### src/rtl/cpu_ctrl_pkg.sv
// Shared types for the CPU run-control logic: run-state encoding,
// debug-bus source selects and the status-word packing helper.
package cpu_ctrl_pkg;

    typedef enum logic [1:0] {
        RESET_HOLD = 2'd0,
        RUN        = 2'd1,
        HALTED     = 2'd2,
        STEP       = 2'd3
    } run_state_t;

    localparam logic [1:0] DBG_CYCLES   = 2'd0;
    localparam logic [1:0] DBG_HALT_PC  = 2'd1;
    localparam logic [1:0] DBG_HALT_CNT = 2'd2;
    localparam logic [1:0] DBG_STATUS   = 2'd3;

    // Status word layout: {28'b0, bp_skip, halted, state}
    function automatic logic [31:0] status_word(input logic       bp_skip,
                                                input logic       halted,
                                                input run_state_t st);
        return {28'b0, bp_skip, halted, st};
    endfunction

endpackage

### src/rtl/rise_detect.sv
// Registered rising-edge detector. The previous-level register resets to
// RST_VAL, so a level already high at reset release produces no edge when
// RST_VAL is 1.
module rise_detect #(
    parameter logic RST_VAL = 1'b1
) (
    input  logic clk_i,
    input  logic rst_i,   // synchronous, active-low
    input  logic d_i,
    output logic rise_o
);

    logic d_q;

    // Track the previous level of the input.
    always_ff @(posedge clk_i) begin
        if (!rst_i) begin
            d_q <= RST_VAL;
        end else begin
            d_q <= d_i;
        end
    end

    assign rise_o = d_i & ~d_q;

endmodule

### src/rtl/cpu_run_ctrl.sv
// Run-control sequencer for the CPU core: gates the core advance enable,
// holds the core idle after reset, stops on HALT or a PC breakpoint and
// resumes (free-run or single step) on a rising edge of continue_i.
// Also owns the cycle/halt counters and the registered 32-bit debug bus.
// Optional feature macro: RUN_CTRL_BREAKPOINT_EN enables the PC breakpoint
// comparator and the resume skip flag; without it bp_addr_i/bp_valid_i are
// unused and no breakpoint ever fires.
module cpu_run_ctrl
    import cpu_ctrl_pkg::*;
#(
    parameter int RESET_CYCLES = 2,
    parameter int CNT_W        = 32
) (
    input  logic        clk_i,
    input  logic        rst_i,        // synchronous, active-low
    input  logic        continue_i,
    input  logic        step_mode_i,
    input  logic        halt_req_i,
    input  logic [31:0] pc_i,
    input  logic [31:0] bp_addr_i,
    input  logic        bp_valid_i,
    input  logic [1:0]  dbg_sel_i,
    output logic        cpu_en_o,
    output logic        halted_o,
    output logic [31:0] debug_o
);

    localparam logic [7:0] HOLD_LAST = 8'(RESET_CYCLES - 1);

    run_state_t       state_q, state_d;
    logic [7:0]       hold_cnt_q, hold_cnt_d;
    logic [CNT_W-1:0] cycle_cnt_q, cycle_cnt_d;
    logic [CNT_W-1:0] halt_cnt_q, halt_cnt_d;
    logic [31:0]      halt_pc_q, halt_pc_d;
    logic [31:0]      debug_q, debug_d;

    logic cont_rise;
    logic bp_hit;
    logic bp_skip;
    logic cpu_en;
    logic halted;
    logic halt_event;

    rise_detect #(
        .RST_VAL (1'b1)
    ) u_cont_rise (
        .clk_i  (clk_i),
        .rst_i  (rst_i),
        .d_i    (continue_i),
        .rise_o (cont_rise)
    );

`ifdef RUN_CTRL_BREAKPOINT_EN
    logic bp_skip_q, bp_skip_d;

    // Arm the skip flag when leaving HALTED so the resumed instruction at the
    // breakpoint PC is not re-hit; drop it once the core has advanced.
    always_comb begin
        bp_skip_d = bp_skip_q;
        if (state_q == HALTED && state_d != HALTED) begin
            bp_skip_d = 1'b1;
        end else if (cpu_en) begin
            bp_skip_d = 1'b0;
        end
    end

    // Skip-flag register.
    always_ff @(posedge clk_i) begin
        if (!rst_i) begin
            bp_skip_q <= 1'b0;
        end else begin
            bp_skip_q <= bp_skip_d;
        end
    end

    assign bp_skip = bp_skip_q;
    assign bp_hit  = bp_valid_i & (pc_i == bp_addr_i) & ~bp_skip_q;
`else
    logic unused_bp;
    assign unused_bp = ^{bp_addr_i, bp_valid_i};
    assign bp_skip   = 1'b0;
    assign bp_hit    = 1'b0;
`endif

    // Mealy enable: a breakpoint blocks the matching instruction this cycle.
    assign cpu_en = ((state_q == RUN) & ~bp_hit) | (state_q == STEP);
    assign halted = (state_q == HALTED);

    // Next-state logic; halt beats a simultaneous continue edge in RUN.
    always_comb begin
        state_d    = state_q;
        hold_cnt_d = hold_cnt_q;
        halt_event = 1'b0;
        case (state_q)
            RESET_HOLD: begin
                hold_cnt_d = hold_cnt_q + 8'd1;
                if (hold_cnt_q == HOLD_LAST) begin
                    state_d = RUN;
                end
            end
            RUN: begin
                if (halt_req_i || bp_hit) begin
                    state_d    = HALTED;
                    halt_event = 1'b1;
                end
            end
            HALTED: begin
                if (cont_rise) begin
                    state_d = step_mode_i ? STEP : RUN;
                end
            end
            STEP: begin
                state_d = HALTED;
            end
            default: begin
                state_d = RESET_HOLD;
            end
        endcase
    end

    // Performance counters and halt PC capture; counters wrap freely.
    always_comb begin
        cycle_cnt_d = cycle_cnt_q;
        halt_cnt_d  = halt_cnt_q;
        halt_pc_d   = halt_pc_q;
        if (cpu_en) begin
            cycle_cnt_d = cycle_cnt_q + CNT_W'(1);
        end
        if (halt_event) begin
            halt_cnt_d = halt_cnt_q + CNT_W'(1);
            halt_pc_d  = pc_i;
        end
    end

    // Debug source mux, registered below for one cycle of latency.
    always_comb begin
        debug_d = 32'b0;
        case (dbg_sel_i)
            DBG_CYCLES:   debug_d = 32'(cycle_cnt_q);
            DBG_HALT_PC:  debug_d = halt_pc_q;
            DBG_HALT_CNT: debug_d = 32'(halt_cnt_q);
            DBG_STATUS:   debug_d = status_word(bp_skip, halted, state_q);
            default:      debug_d = 32'b0;
        endcase
    end

    // State, counter and debug registers.
    always_ff @(posedge clk_i) begin
        if (!rst_i) begin
            state_q     <= RESET_HOLD;
            hold_cnt_q  <= 8'd0;
            cycle_cnt_q <= '0;
            halt_cnt_q  <= '0;
            halt_pc_q   <= 32'd0;
            debug_q     <= 32'd0;
        end else begin
            state_q     <= state_d;
            hold_cnt_q  <= hold_cnt_d;
            cycle_cnt_q <= cycle_cnt_d;
            halt_cnt_q  <= halt_cnt_d;
            halt_pc_q   <= halt_pc_d;
            debug_q     <= debug_d;
        end
    end

    assign cpu_en_o = cpu_en;
    assign halted_o = halted;
    assign debug_o  = debug_q;

endmodule

### config.mk
export PLATFORM = sky130hd
export DESIGN_NAME = cpu_run_ctrl
export DESIGN_NICKNAME = d
export VERILOG_FILES = /design/src/rtl/cpu_ctrl_pkg.sv /design/src/rtl/rise_detect.sv /design/src/rtl/cpu_run_ctrl.sv
export SDC_FILE = /design/constraint.sdc
export NUM_CORES = 1
export LEC_CHECK = 0
export CORE_AREA = 2 2 116 118
export DETAILED_ROUTE_END_ITERATION = 10
export DIE_AREA = 0 0 118 120
export PLACE_DENSITY_LB_ADDON = 0.08
export SLEW_MARGIN = 20
export SYNTH_ARGS = -nofsm -noshare
export SYNTH_HDL_FRONTEND = slang
export SYNTH_HIERARCHICAL = 1
export SYNTH_SLANG_ARGS = --single-unit
### constraint.sdc
create_clock -name clk_i -period 1.88 [get_ports clk_i]
set_input_delay 0.564 -clock clk_i [delete_from_list [all_inputs] [get_ports clk_i]]
set_output_delay 0.564 -clock clk_i [all_outputs]
set_load 0.05 [all_outputs]
==> impl_metrics.json, run 1 <==
{
  "worstSetupPathDepth": 5,
  "ys_types": 36,
  "seqPwrFrac_pct": 44.1,
  "hold_buffers": 0,
  "clkTransAtPathRegs_ps": 60,
  "synth.avg_cell_area_um2": 8.38,
  "report.final.slew_viol_count": 0,
  "grt_usage_pct": 20.9,
  "power_density_nw_per_um2": 912,
  "required_ps": 2220,
  "cts_tree": "built",
  "critPathKind": "reg -> reg",
  "num_vias": 5423,
  "fill_cells": 1163,
  "clk_path_buf_depth": 2,
  "rsz0062_at_grt": "true",
  "root_buffer": "clkbuf_16",
  "min-delay-path-class": "reg -> reg",
  "drv_cap": 0,
  "synth_area_um2": 6020,
  "ios": 106,
  "finClkSkew_ps": 7.18,
  "fmax_mhz": 531,
  "seq_area_frac_synth_pct": 46.2,
  "cpPeakStageDelay_ps": 530,
  "drtAntennaViolNets": 0,
  "slowest_stage": "or4_4",
  "yosysWarnings": 6,
  "antenna_found_initial": 0,
  "totalWireLength_um": 14600,
  "endpoint_kind": "register",
  "critical_path.endpoint": "halt_cnt_q[27]",
  "setup_viol": 1,
  "power_mw": 7.23,
  "tightestPinTransition_ps": 336,
  "hold_viol": 0,
  "die_w_um": 118,
  "slew_headroom_pct": 77.4,
  "dp_hpwl_um": 10100,
  "place_ws_ps": -441,
  "grt_max_degree": 51,
  "fin_crit_sh_pct": 100,
  "synth_area_leaders": "dfxtp_1, a21oi_1, nand2_1, mux2i_1, nor2_1",
  "startpoint_type": "register",
  "mostFrequentLayoutCells": "dfxtp_1, a21oi_1, nand2_1, buf_4, nor2_1",
  "syn2layout_area_growth_pct": 31.6,
  "syn_inst": 719,
  "grt_pass1_wl_um": 24000,
  "overflow": 0,
  "hold_start": "halt_pc_q[9]",
  "grt_pass1_vias": 5160,
  "rr_startpoint": "halt_cnt_q[13]",
  "wl_per_cell_um": 14.3,
  "vias_per_cell": 5.34,
  "r2r-end": "halt_cnt_q[27]",
  "gp_congestion": 0.810,
  "cts_sinks": 139,
  "combinationalPowerShare_pct": 13.6,
  "min_period_ps": 1880,
  "irDropWorstVdd_mv": 0.790,
  "crit_family": "simple AND/OR/NAND/NOR gates",
  "design.die.area_um2": 14200,
  "rows": 42,
  "setup_slack_ps": -1.69,
  "reg2regPathDepth": 5,
  "crit_fanout": 14,
  "p_int_mw": 5.35,
  "remaining_drc_errors": 0,
  "reg2reg_slack_ps": -2,
  "mostFrequentLayoutCell": "dfxtp_1",
  "outcome": "complete, but fails checks",
  "violations": "negative setup slack",
  "antenna_cells": 0,
  "cp.arrival_ps": 2220,
  "ys_ff_latch": 139,
  "crit_path_cell_trace": "nand4_1 > or4_4 > buf_12 > or4_1 > a21oi_1",
  "leakage_nw": 2.95,
  "insertion_delay_ps": 420,
  "worstPathBufferInverterCount": 1,
  "initial_core_util_pct": 46.4,
  "hold_ws_ps": 454,
  "finalNetCount": 904,
  "htreeDepth": 4,
  "switching_share_pct": 25.9,
  "first_pass_iters": 5,
  "numCtsBuffers": 17,
  "placement.io_buffers": 72,
  "tns_ps": -1.69,
  "crit_path_start": "halt_cnt_q[13]",
  "synth_top_area_share_pct": 46.2,
  "chipHeight_um": 120,
  "clkPwrFrac_pct": 42.3,
  "p_sw_mw": 1.87,
  "synth.largest_area_cell": "dfxtp_1",
  "final_layout_size_suffix_gt1_share_pct": 19.6,
  "first_iter_violations": 385,
  "postSynthNetCount": 795,
  "core_area_um2": 13000
}
## metrics by stage
| stage | instances | util, % | area (µm²) |
|---|---|---|---|
| 2_1_floorplan | 719 | - | 6040 |
| 3_3_place_gp | 982 | 56.0 | 7270 |
| 3_5_place_dp | 982 | 56.0 | 7270 |
| 4_1_cts | 1013 | 60.3 | 7830 |
| 5_1_grt | 1016 | 61.1 | 7930 |
| 6_report | 1016 | 61.1 | 7930 |
## flip-flops by register name (all words and copies together) (netlist names)
register,count
u_cont_rise/d_q,1
hold_cnt_q,8
halt_pc_q,32
cycle_cnt_q,32
debug_o,32
halt_cnt_q,32
state_q,2
## logic make-up after synthesis
family | Yosys count | synth area share, %
flip-flops | 139 | 46.2
AO/OA/AOI/OAI | 146 | 13.3
adder cells (fa/ha/maj) | 4 | 0.831
buffers and inverters | 63 | 4.07
multiplexers | 36 | 6.61
AND/OR/NAND/NOR | 304 | 25.0
XOR/XNOR | 27 | 3.93
## Yosys cell counts, drive strengths merged
library cell / count
nor4: 5
clkbuf: 40
dfxtp: 139
mux4: 3
nand2b: 5
nor3: 2
inv: 11
a211oi: 1
o21ai: 13
and2: 7
buf: 11
nor4b: 2
nand2: 92
xnor2: 8
mux2i: 33
nor2: 88
a21o: 1
or4: 28
nand4: 24
and4: 10
o31ai: 27
or3: 13
and3: 5
or2: 1
nor2b: 3
clkinv: 1
a21oi: 104
ha: 4
nand3: 18
and3b: 1
xor2: 19
## worst reg2reg max path, stage by stage (launching register included)
cell,delay (ps)
dfxtp_2,320
nand4_1,140
or4_4,530
buf_12,160
or4_1,500
a21oi_1,150
## worst min-delay path by stage
stage	slack, ps	cells past startpoint	to
floorplan	430	2	halt_pc_q[0]
global placement	440	2	halt_pc_q[9]
detailed placement	450	2	halt_pc_q[6]
CTS	460	2	halt_pc_q[28]
global route	470	2	halt_pc_q[3]
finish	450	2	halt_pc_q[9]
## metal layers
| layer | wire (µm) | vias up | track usage [%] |
|---|---|---|---|
| met5 | 0 | - | 0 |
| met4 | 218 | 0 | 7.38 |
| met3 | 491 | 14 | 4.61 |
| met2 | 7150 | 100 | 35.1 |
| met1 | 6710 | 2568 | 26.4 |
| li1 | - | 2741 | - |
## power by group through the flow
stage                     Combinational [mW]  Clock (mW)  Sequential (mW)
after global routing                    1.08        3.25             3.21
after global placement                 0.964           0             3.24
after CTS                              0.988        3.11             3.19
after detailed placement               0.978           0             3.25
after floorplan                        0.539           0             3.29
final                                  0.984        3.05             3.19
## cell type report
| cell class | count | area (µm²) | area share, % |
|---|---|---|---|
| Clock buffer | 21 | 480 | 6.06 |
| Clock inverter | 10 | 68.8 | 0.868 |
| Inverter | 12 | 46.3 | 0.584 |
| Multi-Input combinational cell | 517 | 3040 | 38.4 |
| Sequential cell | 139 | 2800 | 35.3 |
| Tap cell | 176 | 220 | 2.78 |
| Timing Repair Buffer | 141 | 1270 | 16.1 |
## timing repair
action,4_1_cts,5_1_grt
endpoints found under the hold margin,0,0
setup endpoints to repair,8,21
gates resized for setup,3,17
pin swaps,0,8
gates cloned,0,1
setup buffers,0,2
(Power assumes the default switching activity.)
==> run 2: changes to the inputs <==
--- a/config.mk
+++ b/config.mk
@@ -5,9 +5,9 @@
 export SDC_FILE = /design/constraint.sdc
 export NUM_CORES = 1
 export LEC_CHECK = 0
-export CORE_AREA = 2 2 116 118
+export CORE_AREA = 2 2 113 115
 export DETAILED_ROUTE_END_ITERATION = 10
-export DIE_AREA = 0 0 118 120
+export DIE_AREA = 0 0 115 117
 export PLACE_DENSITY_LB_ADDON = 0.08
 export SLEW_MARGIN = 20
 export SYNTH_ARGS = -nofsm -noshare
==> constraint.sdc (replaced) <==
create_clock -name clk_i -period 2.05 [get_ports clk_i]
set_input_delay 0.615 -clock clk_i [delete_from_list [all_inputs] [get_ports clk_i]]
set_output_delay 0.615 -clock clk_i [all_outputs]
set_load 0.05 [all_outputs]
==> impl_metrics.json, run 2 (synthesis gave the netlist of run 1 again) <==
{
  "fmax_mhz": 503,
  "mostFrequentLayoutCell": "dfxtp_1",
  "worstPathBufferInverterCount": 1,
  "setup_slack_ps": 60.3,
  "rsz0062_at_grt": "false",
  "cp.arrival_ps": 2340,
  "power_mw": 7.05,
  "clkTransAtPathRegs_ps": 60,
  "design.die.area_um2": 13500,
  "crit_fanout": 28,
  "seqPwrFrac_pct": 41.7,
  "grt_pass1_vias": 5001,
  "irDropWorstVdd_mv": 0.547,
  "antenna_found_initial": 0,
  "clk_path_buf_depth": 2,
  "insertion_delay_ps": 420,
  "grt_max_degree": 58,
  "htreeDepth": 4,
  "critPathKind": "reg -> reg",
  "grt_usage_pct": 23.3,
  "syn2layout_area_growth_pct": 28.3,
  "p_sw_mw": 1.79,
  "slew_headroom_pct": 58.8,
  "final_util_pct": 62.8,
  "post_cts_buffers": 0,
  "chipHeight_um": 117,
  "wl_per_cell_um": 15.6,
  "combinationalPowerShare_pct": 12.3,
  "antenna_cells": 0,
  "root_buffer": "clkbuf_16",
  "first_iter_violations": 459,
  "ios": 106,
  "drtAntennaViolNets": 0,
  "slowest_stage": "or4_4",
  "initial_core_util_pct": 48.9,
  "setup_viol": 0,
  "numCtsBuffers": 17,
  "num_vias": 5383,
  "tightestPinTransition_ps": 616,
  "place_ws_ps": -360,
  "first_pass_iters": 5,
  "cpPeakStageDelay_ps": 560,
  "cts_sinks": 139,
  "switching_share_pct": 25.5,
  "required_ps": 2400,
  "startpoint_type": "register",
  "tns_ps": 0,
  "vias_per_cell": 5.57,
  "final_cell_area_um2": 7730,
  "p_int_mw": 5.25,
  "totalWireLength_um": 15100,
  "dpl-instance-area_um2": 7090,
  "overflow": 0,
  "dp_hpwl_um": 10500,
  "finalNetCount": 879,
  "final_layout_size_suffix_gt1_share_pct": 14.6,
  "grt_pass1_wl_um": 24700,
  "hold_buffers": 0,
  "die_w_um": 115,
  "outcome": "finished clean",
  "core_area_um2": 12300,
  "crit_family": "simple AND/OR/NAND/NOR gates",
  "crit_path_cell_trace": "nand4_2 > or4_4 > buf_8 > or4_1 > a21oi_1",
  "clkPwrFrac_pct": 46.0,
  "rows": 41,
  "fill_cells": 1069,
  "placement.io_buffers": 72,
  "power_density_nw_per_um2": 912,
  "finClkSkew_ps": 6.34,
  "cts_tree": "built",
  "endpoint_kind": "register",
  "report.final.slew_viol_count": 0,
  "hold_viol": 0,
  "mostFrequentLayoutCells": "dfxtp_1, a21oi_1, nand2_1",
  "fin_crit_sh_pct": 97.1,
  "leakage_nw": 2.84,
  "gp_congestion": 0.829,
  "drv_cap": 0,
  "min_period_ps": 1990,
  "remaining_drc_errors": 0,
  "min-delay-path-class": "reg -> reg"
}
run 2: cell types whose count changed in the layout (fill, tap and decap cells not counted), moves of 2 or more:
| cell | change |
|---|---|
| dfxtp_1 | +9 |
| a21oi_2 | -3 |
| buf_4 | -28 |
| dlygate4sd2_1 | +5 |
| a21oi_1 | +3 |
| or4_4 | -4 |
| clkinvlp_4 | +2 |
| buf_6 | -2 |
| dfxtp_2 | -9 |
| bufinv_16 | +4 |
| or4_1 | +4 |
| clkbuf_8 | -4 |
run 2: repair_timing:
item | CTS | global route
pin swaps | 0 | 0
gates resized for setup | 6 | 6
endpoints found under the setup margin | 6 | 14
endpoints found under the hold margin | 0 | 0
run 2: worst reg2reg max path, stage by stage, from the launching register on:
cell	delay, ps
dfxtp_1	350
nand4_2	130
or4_4	560
buf_8	180
or4_1	530
a21oi_1	170
run 2: per-stage QoR:
stage / std cells / hold WS [ps]
after global routing: 966 / 469
after CTS: 966 / 455
after detailed placement: 934 / 447
final: 966 / 455
after global placement: 934 / 443
after floorplan: 719 / 433
run 2: path summary, 6_finish.rpt:
check / start / cells past startpoint / slack [ps] / to
worst max-delay path: halt_cnt_q[9] / 5 / 60 / halt_cnt_q[28]
worst min-delay path: halt_pc_q[28] / 2 / 460 / halt_pc_q[28]
worst max register to register: halt_cnt_q[9] / 5 / 60 / halt_cnt_q[28]
worst min register to register: halt_pc_q[28] / 2 / 460 / halt_pc_q[28]
run 2: cell type report:
type | count | area (µm²) | share of cell area (%)
multi-input cells | 517 | 3010 | 38.9
flip-flops and latches | 139 | 2780 | 36.0
repair buffers | 116 | 1070 | 13.9
clock buffers | 17 | 425 | 5.51
clock inverters | 15 | 199 | 2.57
well taps | 150 | 188 | 2.43
inverters | 12 | 46.3 | 0.599
run 2: power by group through the flow:
| stage | clock, mW | sequential [mW] | combinational [mW] |
|---|---|---|---|
| final | 3.24 | 2.94 | 0.864 |
| after global placement | 0 | 2.99 | 0.844 |
| after detailed placement | 0 | 3.00 | 0.862 |
| after global routing | 3.40 | 2.96 | 0.947 |
| after CTS | 3.27 | 2.94 | 0.869 |
| after floorplan | 0 | 3.02 | 0.495 |
run 2: per-layer routing:
metal  share of wire (%)  track usage [%]  vias up
met5                   0                0        -
met4                 1.2             7.63        0
met3                 4.9             5.30       16
li1                    -                -     2697
met1                  49             32.8     2537
met2                  45             35.6      133
